File: config.mk
export PLATFORM = sky130hd
export DESIGN_NAME = dut_capture
export DESIGN_NICKNAME = d
export VERILOG_FILES = /design/src/rtl/dut_capture.sv
export SDC_FILE = /design/constraint.sdc
export NUM_CORES = 1
export LEC_CHECK = 0
export CAP_MARGIN = 20
export CORE_MARGIN = 4
export CORE_UTILIZATION = 45
export CTS_CLUSTER_SIZE = 10
export DETAILED_ROUTE_END_ITERATION = 7
export PLACE_DENSITY = 0.78
export SYNTH_ARGS = -nofsm -noshare
export SYNTH_HDL_FRONTEND = slang
export SYNTH_SLANG_ARGS = --single-unit
File: constraint.sdc
create_clock -name clock -period 2.1 [get_ports clock]
set_input_delay 0.525 -clock clock [delete_from_list [all_inputs] [get_ports clock]]
set_output_delay 0.525 -clock clock [all_outputs]
set_load 0.01 [all_outputs]
File: src/rtl/dut_capture.sv
`default_nettype none
// ============================================================================
//  Module      : dut_capture
//  Description : Capture stage in front of the result checker. Pops one
//                stimulus word {stim, expect, max_wait} from STIM_FIFO and
//                drives stim onto the DUT inputs. It then compares the DUT
//                outputs every cycle until they equal expect or the wait
//                window runs out. Finally it pushes {result, cycles, timeout}
//                into RES_FIFO. Only one vector is in flight at a time.
//
//  Ports       : clock          - single clock
//                reset          - synchronous, active-high
//                sfifo_data     - stimulus word, MSB first {stim, expect, max_wait}
//                sfifo_rdreq    - STIM_FIFO pop (non-show-ahead, data next cycle)
//                sfifo_rdempty  - STIM_FIFO empty
//                dut_in         - registered drive to DUT inputs
//                dut_out        - DUT outputs
//                rfifo_data     - result word {result, cycles, timeout}
//                rfifo_wrreq    - RES_FIFO push
//                rfifo_wrfull   - RES_FIFO full
//                busy           - high whenever the FSM is not in IDLE
//
//  Config      : DUT_OUT_SYNC_EN - when defined, dut_out passes a 2-flop
//                synchronizer before the compare point. The reported cycle
//                count then includes those two flops.
//
//  Revision    : 1.0 - initial release
// ============================================================================
module dut_capture #(
    parameter int RTF_WIDTH   = 24,
    parameter int CYCLE_RANGE = 5,
    parameter int SFF_WIDTH   = 2*RTF_WIDTH+CYCLE_RANGE
) (
    input  logic                             clock,
    input  logic                             reset,
    input  logic [SFF_WIDTH-1:0]             sfifo_data,
    output logic                             sfifo_rdreq,
    input  logic                             sfifo_rdempty,
    output logic [RTF_WIDTH-1:0]             dut_in,
    input  logic [RTF_WIDTH-1:0]             dut_out,
    output logic [RTF_WIDTH+CYCLE_RANGE:0]   rfifo_data,
    output logic                             rfifo_wrreq,
    input  logic                             rfifo_wrfull,
    output logic                             busy
);

    localparam logic [CYCLE_RANGE-1:0] c_COUNT_ONE = {{(CYCLE_RANGE-1){1'b0}}, 1'b1};

    typedef enum logic [1:0] {
        c_ST_IDLE = 2'd0,
        c_ST_LOAD = 2'd1,
        c_ST_WAIT = 2'd2,
        c_ST_PUSH = 2'd3
    } state_t;

    state_t                           r_state;
    logic [RTF_WIDTH-1:0]             r_dut_in;
    logic [RTF_WIDTH-1:0]             r_expect;
    logic [CYCLE_RANGE-1:0]           r_max_wait;
    logic [CYCLE_RANGE-1:0]           r_count;
    logic [RTF_WIDTH+CYCLE_RANGE:0]   r_rfifo_data;

    logic [RTF_WIDTH-1:0]             w_cmp;
    logic                             w_pop;
    logic                             w_push;

    // Compare-point value of the DUT outputs
`ifdef DUT_OUT_SYNC_EN
    logic [RTF_WIDTH-1:0] r_sync1;
    logic [RTF_WIDTH-1:0] r_sync2;

    always_ff @(posedge clock) begin
        if (reset) begin
            r_sync1 <= '0;
            r_sync2 <= '0;
        end else begin
            r_sync1 <= dut_out;
            r_sync2 <= r_sync1;
        end
    end

    assign w_cmp = r_sync2;
`else
    assign w_cmp = dut_out;
`endif

    // Handshakes are combinational so a pop/push happens in the same cycle
    // the FIFO flag allows it. Both are gated by reset so that no word is
    // lost or pushed while the FSM is being forced back to IDLE.
    assign w_pop  = (r_state == c_ST_IDLE) && !sfifo_rdempty && !reset;
    assign w_push = (r_state == c_ST_PUSH) && !rfifo_wrfull  && !reset;

    always_ff @(posedge clock) begin
        if (reset) begin
            r_state      <= c_ST_IDLE;
            r_dut_in     <= '0;
            r_expect     <= '0;
            r_max_wait   <= '0;
            r_count      <= '0;
            r_rfifo_data <= '0;
        end else begin
            case (r_state)
                c_ST_IDLE: begin
                    if (w_pop) begin
                        r_state <= c_ST_LOAD;
                    end
                end
                c_ST_LOAD: begin
                    // Popped word is valid this cycle (non-show-ahead FIFO)
                    r_dut_in   <= sfifo_data[SFF_WIDTH-1 -: RTF_WIDTH];
                    r_expect   <= sfifo_data[CYCLE_RANGE +: RTF_WIDTH];
                    r_max_wait <= sfifo_data[CYCLE_RANGE-1:0];
                    r_count    <= '0;
                    r_state    <= c_ST_WAIT;
                end
                c_ST_WAIT: begin
                    // Match is tested first so it wins over a simultaneous timeout
                    if (w_cmp == r_expect) begin
                        r_rfifo_data <= {w_cmp, r_count, 1'b0};
                        r_state      <= c_ST_PUSH;
                    end else if (r_count == r_max_wait) begin
                        r_rfifo_data <= {w_cmp, r_count, 1'b1};
                        r_state      <= c_ST_PUSH;
                    end else begin
                        // Cannot wrap: r_max_wait fits in CYCLE_RANGE bits
                        r_count <= r_count + c_COUNT_ONE;
                    end
                end
                c_ST_PUSH: begin
                    if (w_push) begin
                        r_state <= c_ST_IDLE;
                    end
                end
                default: begin
                    r_state <= c_ST_IDLE;
                end
            endcase
        end
    end

    assign sfifo_rdreq = w_pop;
    assign rfifo_wrreq = w_push;
    assign dut_in      = r_dut_in;
    assign rfifo_data  = r_rfifo_data;
    assign busy        = (r_state != c_ST_IDLE);

endmodule
`default_nettype wire

==> results of run 1 <==
[worst max-delay path, stage by stage]
cell	delay, ns
sky130_fd_sc_hd__clkdlybuf4s50_1	0.50
sky130_fd_sc_hd__xor2_1	0.19
sky130_fd_sc_hd__nor4_2	0.07
sky130_fd_sc_hd__nand2_2	0.13
sky130_fd_sc_hd__nor2_4	0.08
sky130_fd_sc_hd__buf_6	0.13
sky130_fd_sc_hd__clkbuf_16	0.16
sky130_fd_sc_hd__or4b_1	0.51
sky130_fd_sc_hd__nand3_1	0.09
[layout by cell type, fill, tap and decap left out, types with 4 or more instances in the layout]
cell type and n:
sky130_fd_sc_hd__a21oi_1 32, sky130_fd_sc_hd__dfxtp_1 89, sky130_fd_sc_hd__inv_1 4, sky130_fd_sc_hd__nand2_1 61, sky130_fd_sc_hd__dlymetal6s2s_1 22, sky130_fd_sc_hd__mux2i_1 56
sky130_fd_sc_hd__nand3_1 30, sky130_fd_sc_hd__clkbuf_8 11, sky130_fd_sc_hd__nor2_1 84, sky130_fd_sc_hd__or4b_1 29, sky130_fd_sc_hd__buf_4 24, sky130_fd_sc_hd__xor2_1 29
sky130_fd_sc_hd__nor3b_1 30, sky130_fd_sc_hd__clkdlybuf4s50_1 111, sky130_fd_sc_hd__ha_1 4
[state kept, by name (all words and copies together), names as in the netlist]
signal      flops
r_state         2
r_expect       24
r_count         5
r_max_wait      5
dut_in         24
rfifo_data     30
[report_power, final]
group	total, mW	internal, mW	switching (mW)
logic	2.67	1.30	1.36
clock network	1.35	0.737	0.611
registers	2.35	2.08	0.270
[layout make-up]
cell class,count,area [µm²]
Timing Repair Buffer,170,1738
Sequential cell,90,1803
Multi-Input combinational cell,390,2525
Fill cell,817,3293
Clock inverter,4,73.82
Antenna cell,2,5.005
Clock buffer,12,155.1
Inverter,4,15.01
Tap cell,133,166.4
[synthesized netlist by cell type]
master	instances
sky130_fd_sc_hd__or4b_1	29
sky130_fd_sc_hd__o21a_1	1
sky130_fd_sc_hd__a21boi_1	2
sky130_fd_sc_hd__nor4_1	6
sky130_fd_sc_hd__o31ai_1	3
sky130_fd_sc_hd__nor3_2	1
sky130_fd_sc_hd__dfxtp_1	90
sky130_fd_sc_hd__o21ai_0	2
sky130_fd_sc_hd__buf_4	2
sky130_fd_sc_hd__buf_1	6
sky130_fd_sc_hd__nor3_1	3
sky130_fd_sc_hd__buf_2	7
sky130_fd_sc_hd__nand3_1	30
sky130_fd_sc_hd__or4_1	2
sky130_fd_sc_hd__nor3b_1	30
sky130_fd_sc_hd__nor2_1	84
sky130_fd_sc_hd__nor2_4	1
sky130_fd_sc_hd__or2_2	1
sky130_fd_sc_hd__ha_1	6
sky130_fd_sc_hd__o21ai_1	1
sky130_fd_sc_hd__xor2_1	29
sky130_fd_sc_hd__nand4_1	3
sky130_fd_sc_hd__and2_4	1
sky130_fd_sc_hd__nand2_1	62
sky130_fd_sc_hd__nand2b_1	3
sky130_fd_sc_hd__a21oi_1	32
sky130_fd_sc_hd__buf_6	4
sky130_fd_sc_hd__a211oi_1	1
sky130_fd_sc_hd__clkbuf_1	23
sky130_fd_sc_hd__and2b_1	1
sky130_fd_sc_hd__inv_1	4
sky130_fd_sc_hd__mux2i_1	56
[through the flow]
step / worst slack (ns) / std cells / cell area [µm²] / hold slack (ns) / utilization
2_1_floorplan: 0.2648 / 526 / 4501 / 0.4753 / -
3_3_place_gp: -0.3872 / 778 / 6052 / 0.4718 / 0.6192
3_5_place_dp: -0.4344 / 778 / 6052 / 0.4792 / 0.6192
4_1_cts: 0.01851 / 794 / 6290 / 0.5039 / 0.6435
5_1_grt: -0.04822 / 804 / 6479 / 0.5289 / 0.6628
6_report: 0.02039 / 805 / 6481 / 0.4995 / 0.6631
[per-layer routing]
metal	global-route usage	vias up	part of all wire
met5	0	-	0
met4	0.09829	0	0.026
met3	0.04179	23	0.074
met2	0.3277	151	0.49
met1	0.2709	2001	0.41
li1	-	2086	-
[cells by family (layout without fill, tap and decap cells)]
kind of cell | count (synthesis) | count (layout) | share of synthesized area
flops | 90 | 90 | 0.4003
simple gates | 257 | 257 | 0.3028
fa+ha+maj | 6 | 6 | 0.01668
other cells | 0 | 2 | 0
xor+xnor | 29 | 29 | 0.05644
compound gates | 42 | 42 | 0.05060
buf+inv | 46 | 190 | 0.04865
mux | 56 | 56 | 0.1245
[final timing paths]
kind,from,to,slack (ns)
min,dut_in[15],dut_in[15],0.50
max,dut_out[15],rfifo_data[29],0.02
min reg2reg,dut_in[15],dut_in[15],0.50
max reg2reg,r_expect[3],rfifo_data[29],0.17
[timing repair]
| item | in CTS | in global routing |
|---|---|---|
| buffers inserted | 0 | 6 |
| cloned | 0 | 3 |
| pin swaps | 0 | 17 |
| endpoints found under the hold margin | 0 | 0 |
| resized for setup | 6 | 34 |
| setup endpoints to repair | 19 | 36 |
==> run summary, run 1 <==
The run finished with clean final reports. In this run the standard cell core region covers 9774 µm². Setup violations remaining at the end of the flow were counted as 0. TritonCTS built the clock tree. Detailed placement ended at an HPWL of 9.102 mm. Clock skew on the completed layout was measured at 0.01115 ns. For the worst-skew pair, the clock arrives at the later sink with an insertion delay of 0.35 ns. The number of storage elements in the synthesis netlist is 90. The maximum number of pins on one net before global-route repair is 65, and the highest clock frequency the design can meet is 480.9 MHz.

Number of warning messages in the yosys log: 0. The run gives 0.4604 as the effective utilization at floorplan. The top cell type's share of synthesized area was 0.4003. Cell type contributing the most total cell area after synthesis: sky130_fd_sc_hd__dfxtp_1. From bottom edge to top edge, the die measures 108.0 µm. The total power per unit cell area works out to 981.2 nW/µm².

The count of nets left with antenna violations once routing finished came out at 0. The per-cell via count in the routed design was 5.293; the required time of the critical path was 2.40 ns. The via count of the first global-routing pass is 4001.

The die covers 11670 µm². The analysis attributes to cell leakage a power of 2.696 nW. Buffers placed on the I/O ports in this run total 137. Summing every instance area after synthesis gives 4501 µm². After the first detailed-routing iteration, the DRC count stood at 295. Across the run, the number of max-cap violations was 0.

Largest driver fanout on the critical path: 12. Routability-driven placement finished with a final weighted congestion of 0.9031. 138 I/O pins were placed. After detailed routing, the number of remaining DRC violations is 0.

Actual transition at the worst max-transition pin: 0.5673 ns. In this run the worst hold path is classified as reg -> reg. The tools report the total track usage as 0.2070. Counting cells, the worst reg-to-reg path comes to 8. From synthesis to final layout, the design area changed by 44.01%. The smallest clock period supported by the final layout is computed as 2.080 ns.

The CTS root buffer was sky130_fd_sc_hd__clkbuf_8. The design draws 6.360 mW. Clock tree synthesis inserted a total of 9 buffers. The average instance in the mapped netlist occupies 8.556 µm².

For the worst setup path, the data arrival time is 2.38 ns. The post-synth net total was 613. The logs give 526 for the number of instances in the synthesized netlist and 36 for the site row count. Number of antenna violations at the first check in global routing: 2. The clock input transition at the sequential cells of the worst setup and hold paths works out to 0.09 ns.

For the count of distinct cell types in the synthesized netlist, the log shows 32. The post-route fraction of the period consumed by the critical path is 0.9903, and the sum of routed wire length over all layers is 12.68 mm. The run gives 0 as the number of pins with negative max-slew slack in the final report. The total via count after detailed routing was 4261; the hold-critical path depth was 2. Yosys attributes the largest share of cell area to sky130_fd_sc_hd__dfxtp_1, sky130_fd_sc_hd__mux2i_1, sky130_fd_sc_hd__nor2_1, sky130_fd_sc_hd__or4b_1, sky130_fd_sc_hd__xor2_1. For the final-stage net count, the log shows 752.

After detailed routing, the average wire length per cell comes to 15.75 µm. The pre-antenna-repair detailed-routing pass consisted of 5 iterations. The proportion of layout cells with a drive suffix above 1 came out at 0.09254. The sequential fraction of the synthesis area is 0.4003, and the horizontal die dimension is 108.0 µm. The first-pass GRT wire length came out at 19.46 mm.

For the worst slew margin relative to its limit, the log shows 0.6218. Summed over all layers, the global routing overflow is 0. Critical path start-end classification: in -> reg. The count of clock tree sinks came out at 90. For the number of hold violations in the final report, the log shows 0. Startpoint type of the worst setup path: an input port. The worst setup path is captured at a register. In this run, post-CTS hold repair placed 0 buffers. Adding up every negative setup slack in the final design gives 0 ns. The highest ir drop seen on vdd is 621.4 µV, and the maximum count of clock buffers along a single path is 2. CTS built an H-tree with a depth of 3.
No activity file was read; power rests on OpenSTA's default activity.
==> run 2, diff against run 1 <==
MAX_ROUTING_LAYER = met4   (was default)
==> run 2 against run 1 <==
Power is essentially flat; non-clock buffer count did not move; final cell count decreased by 0.12%; register-to-register slack about the same; sequential power about the same; combinational power hardly changed; first-iteration DRC count increased by 24%; worst hold slack is essentially flat; worst setup slack gained 0.0042 ns; sequential share of layout area hardly changed; critical path depth unchanged; critical path type unchanged; largest cell class unchanged; highest routed layer unchanged.
==> run summary, run 2 (synthesis results as in run 1) <==
The maximum count of clock buffers along a single path is 2 (unchanged), and the number of top-level pins is 138 (unchanged). The final setup violation count came out at 0 (unchanged). The maximum number of pins on one net before global-route repair is 65 (unchanged), and the total power per unit cell area is 981.9 nW/µm² (about the same).

Sum of routed wire length over all layers: 12.70 mm (+0.21%). The detailed-routing iteration count for the pre-antenna-repair pass is 5 (unchanged), and the proportion of layout cells with a drive suffix above 1 is 0.09254 (unchanged). The logs give 3 (unchanged) for the number of H-tree levels and 0 (unchanged) for the max-capacitance violation count.

The horizontal die dimension was 108.0 µm (unchanged). Walking the worst path, the cells encountered are clkdlybuf4s50_1 -> xor2_1 -> nor4_2 -> nand2_2 -> nor2_4 -> buf_6 -> clkbuf_16 -> or4b_1 -> nand3_1. The count of port buffers added during placement was 137 (unchanged); the per-cell via count in the routed design was 5.311 (+0.34%). The final routed DRC violation total was 0 (unchanged); the floorplan die height was 108.0 µm (unchanged). Arrival time of data at the critical path endpoint: 2.38 ns (about the same). The top cell family by delay on the critical path was simple AND/OR/NAND/NOR gates. The logs give 621.6 µV (about the same) for the highest ir drop seen on vdd and 9 (unchanged) for the number of buffers created by CTS. The run gives 0.36 ns (about the same) as the clock latency on the worst-skew pair. The tools report the static leakage power as 2.696 nW (about the same).

The number of standard cells in the layout, taps in and fillers out is 804 (-0.12%). The logs give 0 ns (unchanged) for the setup total negative slack and 0.4995 ns (-0.00006500 ns) for the hold slack. The tools report the critical path capture point type as a register. For the hold buffer count at cts, the log shows 0 (unchanged). The path depth of the worst reg2reg path is 8 (unchanged).

The setup clock skew after layout is 0.01239 ns (+0.001233 ns). The run gives 36 (unchanged) as the site row count. The global-route congestion overflow total came out at 0 (unchanged).

The worst setup slack for register-to-register paths came out at 0.18 ns (about the same). Critical path's largest stage delay: 0.50 ns (about the same). The critical path starts at dut_out[15]. TritonCTS built the clock tree.

Register area: 1803 µm² (unchanged). The worst path buffer plus inverter count is 3 (unchanged). The run gives 815 (-0.24%) as the fill cell total of the finished layout. The total track usage was 0.2131 (+0.006133).

For the multi-input logic area, the log shows 2525 µm² (unchanged). The run gives 481.8 MHz (+0.20%) as the highest clock frequency the design can meet. The logs give 0 (unchanged) for the post-route antenna net violation count and 9774 µm² (unchanged) for the area of the core. Leaving out fill and tap cells, the most frequent cells in the layout are sky130_fd_sc_hd__clkdlybuf4s50_1, sky130_fd_sc_hd__dfxtp_1, sky130_fd_sc_hd__nor2_1.

The final weighted congestion in routability-driven placement is 0.9186 (+1.7%). The total half-perimeter wirelength after legalization and detailed placement came out at 9.102 mm (unchanged). The initial DRC count was 367 (+24%). Critical register-to-register path endpoint: rfifo_data[29]. The worst slew margin relative to its limit is 0.6238 (+0.002037), and the number of hold violations in the final report is 0 (unchanged). The run finished with clean final reports.

The total via count after detailed routing is 4270 (+0.21%). The run gives 90 (unchanged) as the count of clock tree sinks. The largest driver fanout on the critical path was 12 (unchanged).

The destination of the critical timing path was rfifo_data[29]. Number of flip-flops under the largest register name: 30 (unchanged). The actual transition at the worst max-transition pin is 0.5642 ns (-0.003054 ns). By startpoint and endpoint, the worst setup path is classified as in -> reg. The tools report the CTS root buffer as sky130_fd_sc_hd__clkbuf_8. The final total power is 6.362 mW (about the same), and the placed instance count is 778 (unchanged). The path class of the tightest hold or removal check is reg -> reg. The tools report the number of antenna violations at the first check in global routing as 1 (-1). The count of cell instances traversed by the critical path came out at 9 (unchanged).

The effective utilization at floorplan is 0.4604 (unchanged). The synthesis-to-finish area growth is 43.95% (about the same). The final-stage net count was 752 (unchanged); the required time of the critical path was 2.40 ns (about the same). The number of pins with negative max-slew slack in the final report was 0 (unchanged); the first-pass GRT wire length was 19.44 mm (about the same).

The tools report the via count of the first global-routing pass as 4007 (+0.15%). The startpoint type of the worst setup path is an input port. The clock input transition at the sequential cells of the worst setup and hold paths is 0.09 ns (about the same). Cell with the largest stage delay on the worst path: sky130_fd_sc_hd__clkdlybuf4s50_1. The average wire length per cell after detail routing was 15.80 µm (+0.33%); the hold-critical path depth was 2 (unchanged). The post-route fraction of the period consumed by the critical path was 0.9883 (-0.001981). The leading cell type in the layout, fill and taps excluded is sky130_fd_sc_hd__clkdlybuf4s50_1. Startpoint of the most critical register-to-register path: r_expect[9]. The minimum period implied by the final worst setup slack is 2.075 ns (-0.004160 ns), and the die outline area is 11670 µm² (unchanged).
[run 2: routing by layer]
| layer | GRT usage | vias to the layer above | wire length, µm |
|---|---|---|---|
| li1 | - | 2090 | - |
| met2 | 0.3282 | 167 | 6138 |
| met4 | 0.09829 | 0 | 354 |
| met3 | 0.03164 | 26 | 856 |
| met5 | - | - | 0 |
| met1 | 0.2773 | 1987 | 5353 |
[run 2: worst min-delay path by stage]
stage | to | from | slack (ns)
2_1_floorplan | r_count[4] | r_count[4] | 0.48
3_3_place_gp | dut_in[23] | dut_in[23] | 0.47
3_5_place_dp | dut_in[13] | dut_in[13] | 0.48
4_1_cts | dut_in[15] | dut_in[15] | 0.50
5_1_grt | dut_in[9] | dut_in[9] | 0.53
6_report | dut_in[15] | dut_in[15] | 0.50
[run 2: report_power, final]
part | internal (mW) | switching [mW]
combinational | 1.30 | 1.36
clock | 0.737 | 0.614
sequential | 2.08 | 0.269
[run 2: final cells by class]
type	instances	area share
clock buffer	12	0.02395
multi-input combinational	390	0.3897
antenna	1	0.0003862
tap	133	0.02569
clock inverter	4	0.01139
inverter	4	0.002317
timing repair buffer	170	0.2683
sequential	90	0.2783
[run 2: repair_timing]
action | CTS | global route
gates resized for setup | 6 | 34
pin swaps | 0 | 17
gates cloned | 0 | 3
buffers inserted | 0 | 6
endpoints found under the setup margin | 19 | 36
[run 2: worst min-delay path: cells and delay by family (launching register included)]
family	cells	cell delay [ns]
multiplexers	1	0.06
AND/OR/NAND/NOR	1	0.07
flip-flops	1	0.33
[run 2: through the flow]
stage / instance area (µm²) / worst slack (ns) / util
CTS: 6290 / 0.01851 / 0.6435
floorplan: 4501 / 0.2648 / -
detailed placement: 6052 / -0.4344 / 0.6192
finish: 6479 / 0.02455 / 0.6628
global route: 6479 / -0.04823 / 0.6628
global placement: 6052 / -0.3872 / 0.6192
